[src/rtl/result_fifo.sv]
// result_fifo: first-word-fall-through circular buffer for 21-bit wrapper results.
// Handshakes words out to the consumer over valid/ready, tracks occupancy, and
// latches a sticky overflow flag when a write has to be dropped at full.
module result_fifo #(
  parameter int WIDTH  = 21,
  parameter int DEPTH  = 8,
  parameter int ADDR_W = 3
) (
  input  logic              clk,
  input  logic              rst,
  input  logic              clr,
  input  logic              wr_req,
  input  logic [WIDTH-1:0]  wr_data,
  output logic              full,
  output logic              out_valid,
  output logic [WIDTH-1:0]  out_data,
  input  logic              out_ready,
  output logic [ADDR_W:0]   count,
  output logic              overflow
);

  localparam logic [ADDR_W:0] LP_DEPTH = (ADDR_W + 1)'(DEPTH);

  logic [WIDTH-1:0]  r_mem [DEPTH];
  logic [ADDR_W-1:0] r_wr_ptr;
  logic [ADDR_W-1:0] r_rd_ptr;
  logic [ADDR_W:0]   r_count;
  logic              r_overflow;

  logic              w_pop;
  logic              w_push;
  logic              w_drop;

  // Flags come from the registered count only, so no input reaches them combinationally.
  always_comb begin
    full      = (r_count == LP_DEPTH);
    out_valid = (r_count != '0);
    out_data  = out_valid ? r_mem[r_rd_ptr] : '0;
    count     = r_count;
    overflow  = r_overflow;
  end

  // Handshake decode; a write at full only fits if the head leaves this cycle,
  // and a flush swallows the write of its own cycle without flagging overflow.
  always_comb begin
    w_pop  = out_valid & out_ready;
    w_push = wr_req & (~full | w_pop) & ~clr;
    w_drop = wr_req & full & ~w_pop & ~clr;
  end

  // Storage write port; entries are only ever overwritten by accepted pushes.
  always_ff @(posedge clk or negedge rst) begin
    if (!rst) begin
      for (int i = 0; i < DEPTH; i++) begin
        r_mem[i] <= '0;
      end
    end else if (w_push) begin
      r_mem[r_wr_ptr] <= wr_data;
    end
  end

  // Pointers wrap naturally since DEPTH is a power of two.
  always_ff @(posedge clk or negedge rst) begin
    if (!rst) begin
      r_wr_ptr <= '0;
      r_rd_ptr <= '0;
    end else if (clr) begin
      r_wr_ptr <= '0;
      r_rd_ptr <= '0;
    end else begin
      if (w_push) r_wr_ptr <= r_wr_ptr + 1'b1;
      if (w_pop)  r_rd_ptr <= r_rd_ptr + 1'b1;
    end
  end

  // Occupancy: simultaneous push and pop leave the count unchanged.
  always_ff @(posedge clk or negedge rst) begin
    if (!rst) begin
      r_count <= '0;
    end else if (clr) begin
      r_count <= '0;
    end else begin
      case ({w_push, w_pop})
        2'b10:   r_count <= r_count + 1'b1;
        2'b01:   r_count <= r_count - 1'b1;
        default: r_count <= r_count;
      endcase
    end
  end

  // Sticky overflow, cleared only by flush or reset.
  always_ff @(posedge clk or negedge rst) begin
    if (!rst) begin
      r_overflow <= 1'b0;
    end else if (clr) begin
      r_overflow <= 1'b0;
    end else if (w_drop) begin
      r_overflow <= 1'b1;
    end
  end

endmodule
[config.mk]
export PLATFORM = sky130hd
export DESIGN_NAME = result_fifo
export DESIGN_NICKNAME = d
export VERILOG_FILES = /design/src/rtl/result_fifo.sv
export SDC_FILE = /design/constraint.sdc
export NUM_CORES = 1
export LEC_CHECK = 0
export ABC_CLOCK_PERIOD_IN_PS = 3200
export CAP_MARGIN = 20
export CORE_ASPECT_RATIO = 1.1
export CORE_UTILIZATION = 35
export DETAILED_ROUTE_END_ITERATION = 10
export PLACE_DENSITY_LB_ADDON = 0.12
export SETUP_SLACK_MARGIN = 0.02
export SLEW_MARGIN = 20
export SYNTH_ARGS = -nofsm -noshare
export SYNTH_HDL_FRONTEND = slang
export SYNTH_SLANG_ARGS = --single-unit
[constraint.sdc]
create_clock -name clk -period 3.2 [get_ports clk]
set_clock_uncertainty 0.15 [all_clocks]
set_input_delay 0.32 -clock clk [delete_from_list [all_inputs] [get_ports clk]]
set_output_delay 0.32 -clock clk [all_outputs]
set_load 0.05 [all_outputs]
==> results of run 1 <==
[cells by family after synthesis]
group	Yosys count	share of synthesized area, %
mux	231	36.8
flops	179	52.8
simple gates	68	4.28
buf+inv	41	3.13
compound gates	22	1.86
xor+xnor	5	0.516
fa+ha+maj	4	0.590
[power by group]
group,total (W),switching [W],internal (W)
combinational,0.00317,0.00179,0.00138
clock,0.00203,0.000887,0.00115
sequential,0.00307,0.000303,0.00277
[metal layers]
layer / vias up / global-route usage [%] / share of wire (%)
met5: - / 0 / 0
met4: 0 / 5.14 / 1.4
met3: 19 / 2.99 / 2.4
met2: 65 / 27.9 / 51
met1: 2568 / 21.6 / 46
li1: 2144 / - / -
[state kept, by name, indices dropped and copies added, names as in the netlist]
register / count
r_mem: 168
r_rd_ptr: 3
count: 4
overflow: 1
r_wr_ptr: 3
[metrics by stage]
step	instances	setup slack [ns]	utilization (%)
6_report	923	0.263	41.8
3_3_place_gp	891	0.537	39.4
5_1_grt	923	0.129	41.8
3_5_place_dp	891	0.460	39.4
2_1_floorplan	550	0.345	-
4_1_cts	923	0.228	41.8
[critical path: cells and delay by family, from the launching register on]
kind                   cells  cell delay, ns
AND/OR/NAND/NOR            2            0.74
buffers and inverters      1            0.80
flip-flops                 1            0.51
[worst min-delay path by stage]
stage	from	endpoint	slack, ns
2_1_floorplan	rst	count[0]$_DFFE_PN0P_	-0.13
3_3_place_gp	rst	overflow$_DFFE_PN0P_	0.18
3_5_place_dp	rst	r_wr_ptr[2]$_DFFE_PN0P_	0.20
4_1_cts	rst	overflow$_DFFE_PN0P_	0.32
5_1_grt	rst	r_wr_ptr[1]$_DFFE_PN0P_	0.33
6_report	rst	r_wr_ptr[1]$_DFFE_PN0P_	0.29
[cells in the final DEF (no fill, tap or decap), types with 3 or more instances in the layout]
master / n
clkinv_2: 4
ha_1: 4
nor2_1: 29
dfrtp_1: 177
clkbuf_16: 17
buf_12: 7
nor3_1: 4
mux2_4: 20
mux2_2: 147
nand2_1: 7
clkinvlp_4: 4
xor2_1: 4
mux4_2: 42
buf_4: 33
nand3_1: 6
nor2b_1: 3
a21oi_1: 5
mux2i_1: 21
nand4_1: 3
clkdlybuf4s50_1: 31
inv_1: 4
a31oi_1: 3
[cell type report]
class,instances,share of cell area [%]
Multi-Input combinational cell,330,37.8
Clock buffer,18,4.33
Timing Repair Buffer,73,7.26
Tap cell,305,3.85
Sequential cell,179,45.2
Inverter,5,0.189
Clock inverter,13,1.38
==> flow_summary.ini, run 1 <==
[outcome]
status = finished clean

[floorplan]
initial_core_util_pct = 35.8
row_count = 59
io-pin-count = 54
fp.dieH_um = 165
die-area_um2 = 24900
core_area_um2 = 23700
die_w_um = 150

[setup_path]
worstPathCellList = nor3_1 -> and2_1 -> clkdlybuf4s50_1
crit_path_end = full
cp.arrival_ns = 2.47
rr_worst_depth = 8
path_max_fanout = 10
slowest_delay_ns = 0.80
critPathLaunch = count[1]$_DFFE_PN0P_
r2r_start = count[1]$_DFFE_PN0P_
crit_required_ns = 2.73
worstSetupStartpointType = register
r2r_end = count[3]$_DFFE_PN0P_
regToRegSetupSlack_ns = 0.69
worstSetupPathType = reg -> out
endpoint_kind = output pin
cpMaxStageDelayCell = clkdlybuf4s50_1

[timing]
hold_violations = 0
drv_slew = 0
fin_crit_sh_pct = 91.8
relSlewSlack_pct = 59.1
tns_ns = 0
setup-violations-final = 0
whs_ns = 0.295
fmax_ghz = 0.340
rsz0062_at_grt = no
tightest_slew_ns = 0.613
post-route-min-period_ns = 2.94

[yosys]
netlist_top_cells_count = 179 x dfrtp_1, 147 x mux2_2, 42 x mux4_2, 29 x nor2_1, 21 x mux2i_1
ys_ff_latch = 179
yosysMostFrequentCell = dfrtp_1
ys_top_cells_by_area = dfrtp_1 53%, mux2_2 20%, mux4_2 11%, mux2_4 3.5%, mux2i_1 2.5%
syn-num-nets = 580
synth-seq-area-share_pct = 52.8
avgSynthCellArea_um2 = 15.4
ys_warn_count = 0
ys.flop_type = dfrtp_1
synth_area_um2 = 8480
synth_top_area_share_pct = 52.8
syn_inst = 550
synthArstFlopShare_pct = 100
ys_types = 48
yosysTopAreaCell = dfrtp_1
synth_edf_count = 0

[cells_and_area]
nNetsFinal = 636
fillers = 2144
stdcell_area_um2 = 9910
seqCellArea_um2 = 4480
multi_input_area_um2 = 3740
diodes = 0
area_growth_pct = 16.8
drive_above_1_share_pct = 47.6

[route]
drt_first_pass_iters = 5
viasPerCell = 5.20
route.vias.total = 4796
ant_nets = 0
drt_wl_total_um = 18800
drc = 0
drt_iter0_markers = 215
wl_per_cell_um = 20.4

[power]
leakage_nw = 4.47
finalPower_w = 0.00828
p_per_area_nw_per_um2 = 835
irDropWorstVdd_v = 0.000446

[clock_tree]
cts_tree = yes
cts-buffers-inserted = 17
cts_resized = 0
path_clk_slew_ns = 0.06
ctsHtreeMaxLevel = 4
insertion_delay_ns = 0.42
post_cts_buffers = 0
numClockSinks = 179
clock_path_buffers = 2
clock-root-buffer = clkbuf_16
ctsHoldBuffers = 1

[flow_run]
maxCapViolCount = 0

[placed_design]
dp_hpwl_um = 11400
postPlaceCellArea_um2 = 9340
numPortBuffers = 53
place_congestion = 0.752

[global_route]
grt_overflow_total = 0
grt_max_degree = 77
grt_pass1_wl_um = 30000
grt_pass1_vias = 5169
antenna_found_initial = 0
grt_usage_pct = 16.6

[hold_path]
hold_class = in -> async
Power figures use the tool's default switching activity.
==> run 2, diff against run 1 <==
- CTS_BUF_LIST: unset -> sky130_fd_sc_hd__clkbuf_2
- SKIP_LAST_GASP: unset -> 1
==> flow_summary.ini, run 2 (same netlist as run 1, synthesis figures left out) <==
[cells_and_area]
layout_common_cells = 177 x dfrtp_1, 147 x mux2_2, 42 x mux4_2, 32 x buf_4, 30 x clkdlybuf4s50_1
regMostFlops = r_mem
largest_reg_flops = 168
layout_commonest_cell = dfrtp_1
drive_above_1_share_pct = 47.9
area_growth_pct = 13.4
nNetsFinal = 638
postLayoutCoreUtil_pct = 40.6

[timing]
fmax_ghz = 0.337
tns_ns = 0
drv_slew = 0
relSlewSlack_pct = 62.5
tightest_slew_ns = 0.563
post-route-min-period_ns = 2.96
hold_violations = 0
fin_crit_sh_pct = 92.6
setup-violations-final = 0
rsz0062_at_grt = no

[clock_tree]
post_cts_buffers = 0
ctsHtreeMaxLevel = 4
path_clk_slew_ns = 0.24
insertion_delay_ns = 0.72
cts_tree = yes
numClockSinks = 179
cts-buffers-inserted = 17
clock-root-buffer = clkbuf_2
clock_path_buffers = 2

[placed_design]
dp_hpwl_um = 11400
numPortBuffers = 53
place_congestion = 0.752

[setup_path]
endpoint_kind = output pin
cpMaxStageDelayCell = dfrtp_4
path_max_fanout = 19
cp.arrival_ns = 2.49
worstSetupPathType = reg -> out
worstPathCellList = buf_12 -> mux4_2 -> mux2i_1 -> nor2_1 -> buf_4
crit_required_ns = 2.73
worstSetupStartpointType = register
slowest_delay_ns = 0.70

[route]
route.vias.total = 4747
wl_per_cell_um = 20.4
drt_first_pass_iters = 6
viasPerCell = 5.13
drt_iter0_markers = 195
ant_nets = 0
drt_wl_total_um = 18900
drc = 0

[hold_path]
hold_class = in -> reg

[floorplan]
io-pin-count = 54
initial_core_util_pct = 35.8
fp.dieH_um = 165
core_area_um2 = 23700
die_w_um = 150
die-area_um2 = 24900
row_count = 59

[global_route]
grt_pass1_vias = 5178
grt_overflow_total = 0
antenna_found_initial = 1
grt_max_degree = 77
grt_pass1_wl_um = 30100
grt_usage_pct = 16.6

[power]
irDropWorstVdd_v = 0.000432
leakage_nw = 4.36
p_per_area_nw_per_um2 = 768

[outcome]
status = finished clean

[flow_run]
maxCapViolCount = 0
## run 2: per-stage QoR
| step | total power (W) | hold WS (ns) | std cells | cell area [um^2] | worst slack [ns] |
|---|---|---|---|---|---|
| 2_1_floorplan | 0.00538 | -0.126 | 550 | 8480 | 0.345 |
| 3_3_place_gp | 0.00627 | 0.183 | 891 | 9340 | 0.537 |
| 3_5_place_dp | 0.00635 | 0.197 | 891 | 9340 | 0.460 |
| 4_1_cts | 0.00751 | 0.128 | 925 | 9610 | 0.0204 |
| 5_1_grt | 0.00787 | 0.146 | 926 | 9620 | 0.0286 |
| 6_report | 0.00739 | 0.190 | 926 | 9620 | 0.237 |
## run 2: path summary, 6_finish.rpt
kind / slack (ns) / from / cells after the start / endpoint
max: 0.24 / r_rd_ptr[1]$_DFFE_PN0P_ / 5 / out_data[15]
min: 0.19 / clr / 3 / r_wr_ptr[2]$_DFFE_PN0P_
max reg2reg: 0.68 / count[1]$_DFFE_PN0P_ / 8 / count[3]$_DFFE_PN0P_
min reg2reg: 0.38 / r_mem[94]$_DFFE_PN0P_ / 1 / r_mem[94]$_DFFE_PN0P_
max in group asynchronous: 1.86 / rst / 4 / r_mem[89]$_DFFE_PN0P_
min in group asynchronous: 0.52 / rst / 4 / r_mem[163]$_DFFE_PN0P_
## run 2: final cells by class
class	count	area, um^2
antenna	1	2.50
sequential	179	4480
inverter	5	18.8
tap	305	382
timing repair buffer	75	759
fill	2190	14100
multi-input combinational	330	3750
clock inverter	13	136
clock buffer	18	90.1
## run 2: timing repair
item                                    4_1_cts  5_1_grt
hold endpoints to repair                    179        0
hold buffers                                  3        0
resized for setup                             2        2
endpoints found under the setup margin        1        9
## run 2: worst max-delay path, delay by kind of cell, from the launching register on
family	cells	cell delay, ns
DFF	1	0.70
buffers and inverters	2	0.44
muxes	2	0.55
and+or+nand+nor	1	0.08
## run 2: per-layer routing
layer  vias to the layer above  wire length [um]  track usage (%)
li1                       2154                 -                -
met1                      2518              8580             21.7
met2                        58              9610             28.0
met3                        17               459             2.69
met4                         0               275             5.14
met5                         -                 0                0
## run 2: report_power, final
group	total (W)	internal, W	switching, W
combinational	0.00318	0.00138	0.00179
sequential	0.00307	0.00276	0.000306
clock	0.00115	0.000355	0.000793
==> run 3, diff against run 2 <==
- ABC_CLOCK_PERIOD_IN_PS: 3200 -> 2700
- CORE_MARGIN: unset -> 5
- clock period: 3.2 -> 2.7 ns (I/O delays scaled with it)
==> flow_summary.ini, run 3 (same netlist as run 1, synthesis figures left out) <==
[setup_path]
path_buf_inv = 3
critPathLaunch = r_rd_ptr[0]$_DFFE_PN0P_
crit_path_end = out_data[0]
crit_family = multiplexers
r2r_end = count[3]$_DFFE_PN0P_
worstSetupStartpointType = register
worstPathCellList = buf_8 -> buf_12 -> mux4_2 -> mux2i_2 -> nor2_1 -> buf_6
regToRegSetupSlack_ns = 0.22
path_max_fanout = 5
path_depth = 6
crit_required_ns = 2.28
slowest_delay_ns = 0.50
endpoint_kind = output pin
cpMaxStageDelayCell = mux4_2
worstSetupPathType = reg -> out
rr_worst_depth = 8
cp.arrival_ns = 2.48
r2r_start = count[0]$_DFFE_PN0P_

[global_route]
antenna_found_initial = 1
grt_max_degree = 53
grt_usage_pct = 15.3
grt_pass1_wl_um = 32200
grt_overflow_total = 0
grt_pass1_vias = 5452

[timing]
tightest_slew_ns = 0.505
relSlewSlack_pct = 66.3
whs_ns = 0.129
setup-violations-final = 21
rsz0062_at_grt = yes
setup_ws_ns = -0.197
fin_crit_sh_pct = 107
drv_slew = 0
post-route-min-period_ns = 2.90
fmax_ghz = 0.345
hold_violations = 0

[cells_and_area]
fillers = 2221
drive_above_1_share_pct = 50.9
largest_reg_flops = 168
regMostFlops = r_mem
layout_common_cells = 173 x dfrtp_1, 147 x mux2_2, 42 x mux4_2, 28 x clkdlybuf4s50_1, 24 x nor2_1
nNetsFinal = 654
layout_commonest_cell = dfrtp_1
area_growth_pct = 18.0

[power]
swShare_pct = 38.9
p_comb_share_pct = 48.9
p_per_area_nw_per_um2 = 942
power_frac_seq_pct = 38.5
p_sw_w = 0.00367
clkPwrFrac_pct = 12.6
irDropWorstVdd_v = 0.000562
leakage_nw = 4.50
intPower_w = 0.00576

[floorplan]
initial_core_util_pct = 35.7
die-area_um2 = 27500
die_w_um = 158
io-pin-count = 54
row_count = 59
core_area_um2 = 23800
fp.dieH_um = 173

[placed_design]
dp_hpwl_um = 12000
place_congestion = 0.777
pre_cts_ws_ns = 0.240
numPortBuffers = 53

[route]
drc = 0
drt_iter0_markers = 220
viasPerCell = 5.17
drt_wl_total_um = 20000
ant_nets = 0
drt_first_pass_iters = 4
route.vias.total = 4874
wl_per_cell_um = 21.2

[clock_tree]
ctsHtreeMaxLevel = 4
clock-root-buffer = clkbuf_2
insertion_delay_ns = 0.72
numClockSinks = 179
path_clk_slew_ns = 0.24
cts_tree = yes
clock_path_buffers = 2
cts-buffers-inserted = 17

[outcome]
violations = setup timing
status = finished, violations left

[hold_path]
hold_class = in -> reg

[flow_run]
maxCapViolCount = 0
[run 3: cell type report]
type                    count  area [um^2]  area share (%)
diodes                      2         5.00          0.0500
clock buffers              18         90.1           0.900
clock inverters            13         88.8           0.887
inverters                   5         21.3           0.212
multi-input cells         330         3770            37.7
flip-flops and latches    179         4490            44.8
well taps                 305          382            3.81
repair buffers             91         1170            11.6
[run 3: worst min path at each step]
stage | startpoint | endpoint | slack, ns | depth (start not counted)
after CTS | clr | overflow$_DFFE_PN0P_ | 0.03 | 3
after global routing | clr | overflow$_DFFE_PN0P_ | 0.04 | 3
after detailed placement | rst | r_mem[149]$_DFFE_PN0P_ | 0.13 | 1
final | clr | overflow$_DFFE_PN0P_ | 0.13 | 3
after floorplan | rst | count[0]$_DFFE_PN0P_ | -0.18 | 0
after global placement | rst | r_mem[149]$_DFFE_PN0P_ | 0.12 | 1
[run 3: repair_timing]
item                                   in CTS  in global routing
endpoints found under the hold margin     180                  0
setup endpoints to repair                  22                 22
hold buffers                                4                  0
cloned                                      4                  1
pin swaps                                   5                  7
resized for setup                          20                 14
buffers inserted                            5                  0
[run 3: power groups by stage]
| stage | logic (W) | clock network (W) | registers, W |
|---|---|---|---|
| after floorplan | 0.00276 | 0 | 0.00362 |
| after global placement | 0.00410 | 0 | 0.00363 |
| after detailed placement | 0.00415 | 0 | 0.00369 |
| after CTS | 0.00458 | 0.00125 | 0.00363 |
| after global routing | 0.00494 | 0.00136 | 0.00371 |
| final | 0.00461 | 0.00118 | 0.00363 |
[run 3: layer usage]
| layer | wire length (um) | vias to the layer above | track usage [%] | share of wire (%) |
|---|---|---|---|---|
| met2 | 10200 | 62 | 25.5 | 51 |
| met3 | 489 | 18 | 2.72 | 2.5 |
| met5 | 0 | - | 0 | 0 |
| li1 | - | 2194 | - | - |
| met4 | 200 | 0 | 3.55 | 1.0 |
| met1 | 9020 | 2600 | 20.7 | 45 |
[run 3: worst reg2reg max path, stage by stage, from the launching register on]
cell and delay (ns):
dfrtp_2 0.54, nor4_4 0.34, inv_4 0.10, and3_1 0.21, ha_1 0.33, a31o_2 0.27, a31oi_1 0.22, or3_1 0.15
nand4_1 0.08
[run 3: per-stage QoR]
step	util (%)	instance area [um^2]	total power, W	instances	setup TNS (ns)
global placement	39.9	9480	0.00773	897	0
global route	42.1	10000	0.0100	943	-7.41
CTS	41.8	9930	0.00946	940	-5.68
finish	42.1	10000	0.00943	943	-3.23
detailed placement	39.9	9480	0.00784	897	0
floorplan	-	8490	0.00638	550	0
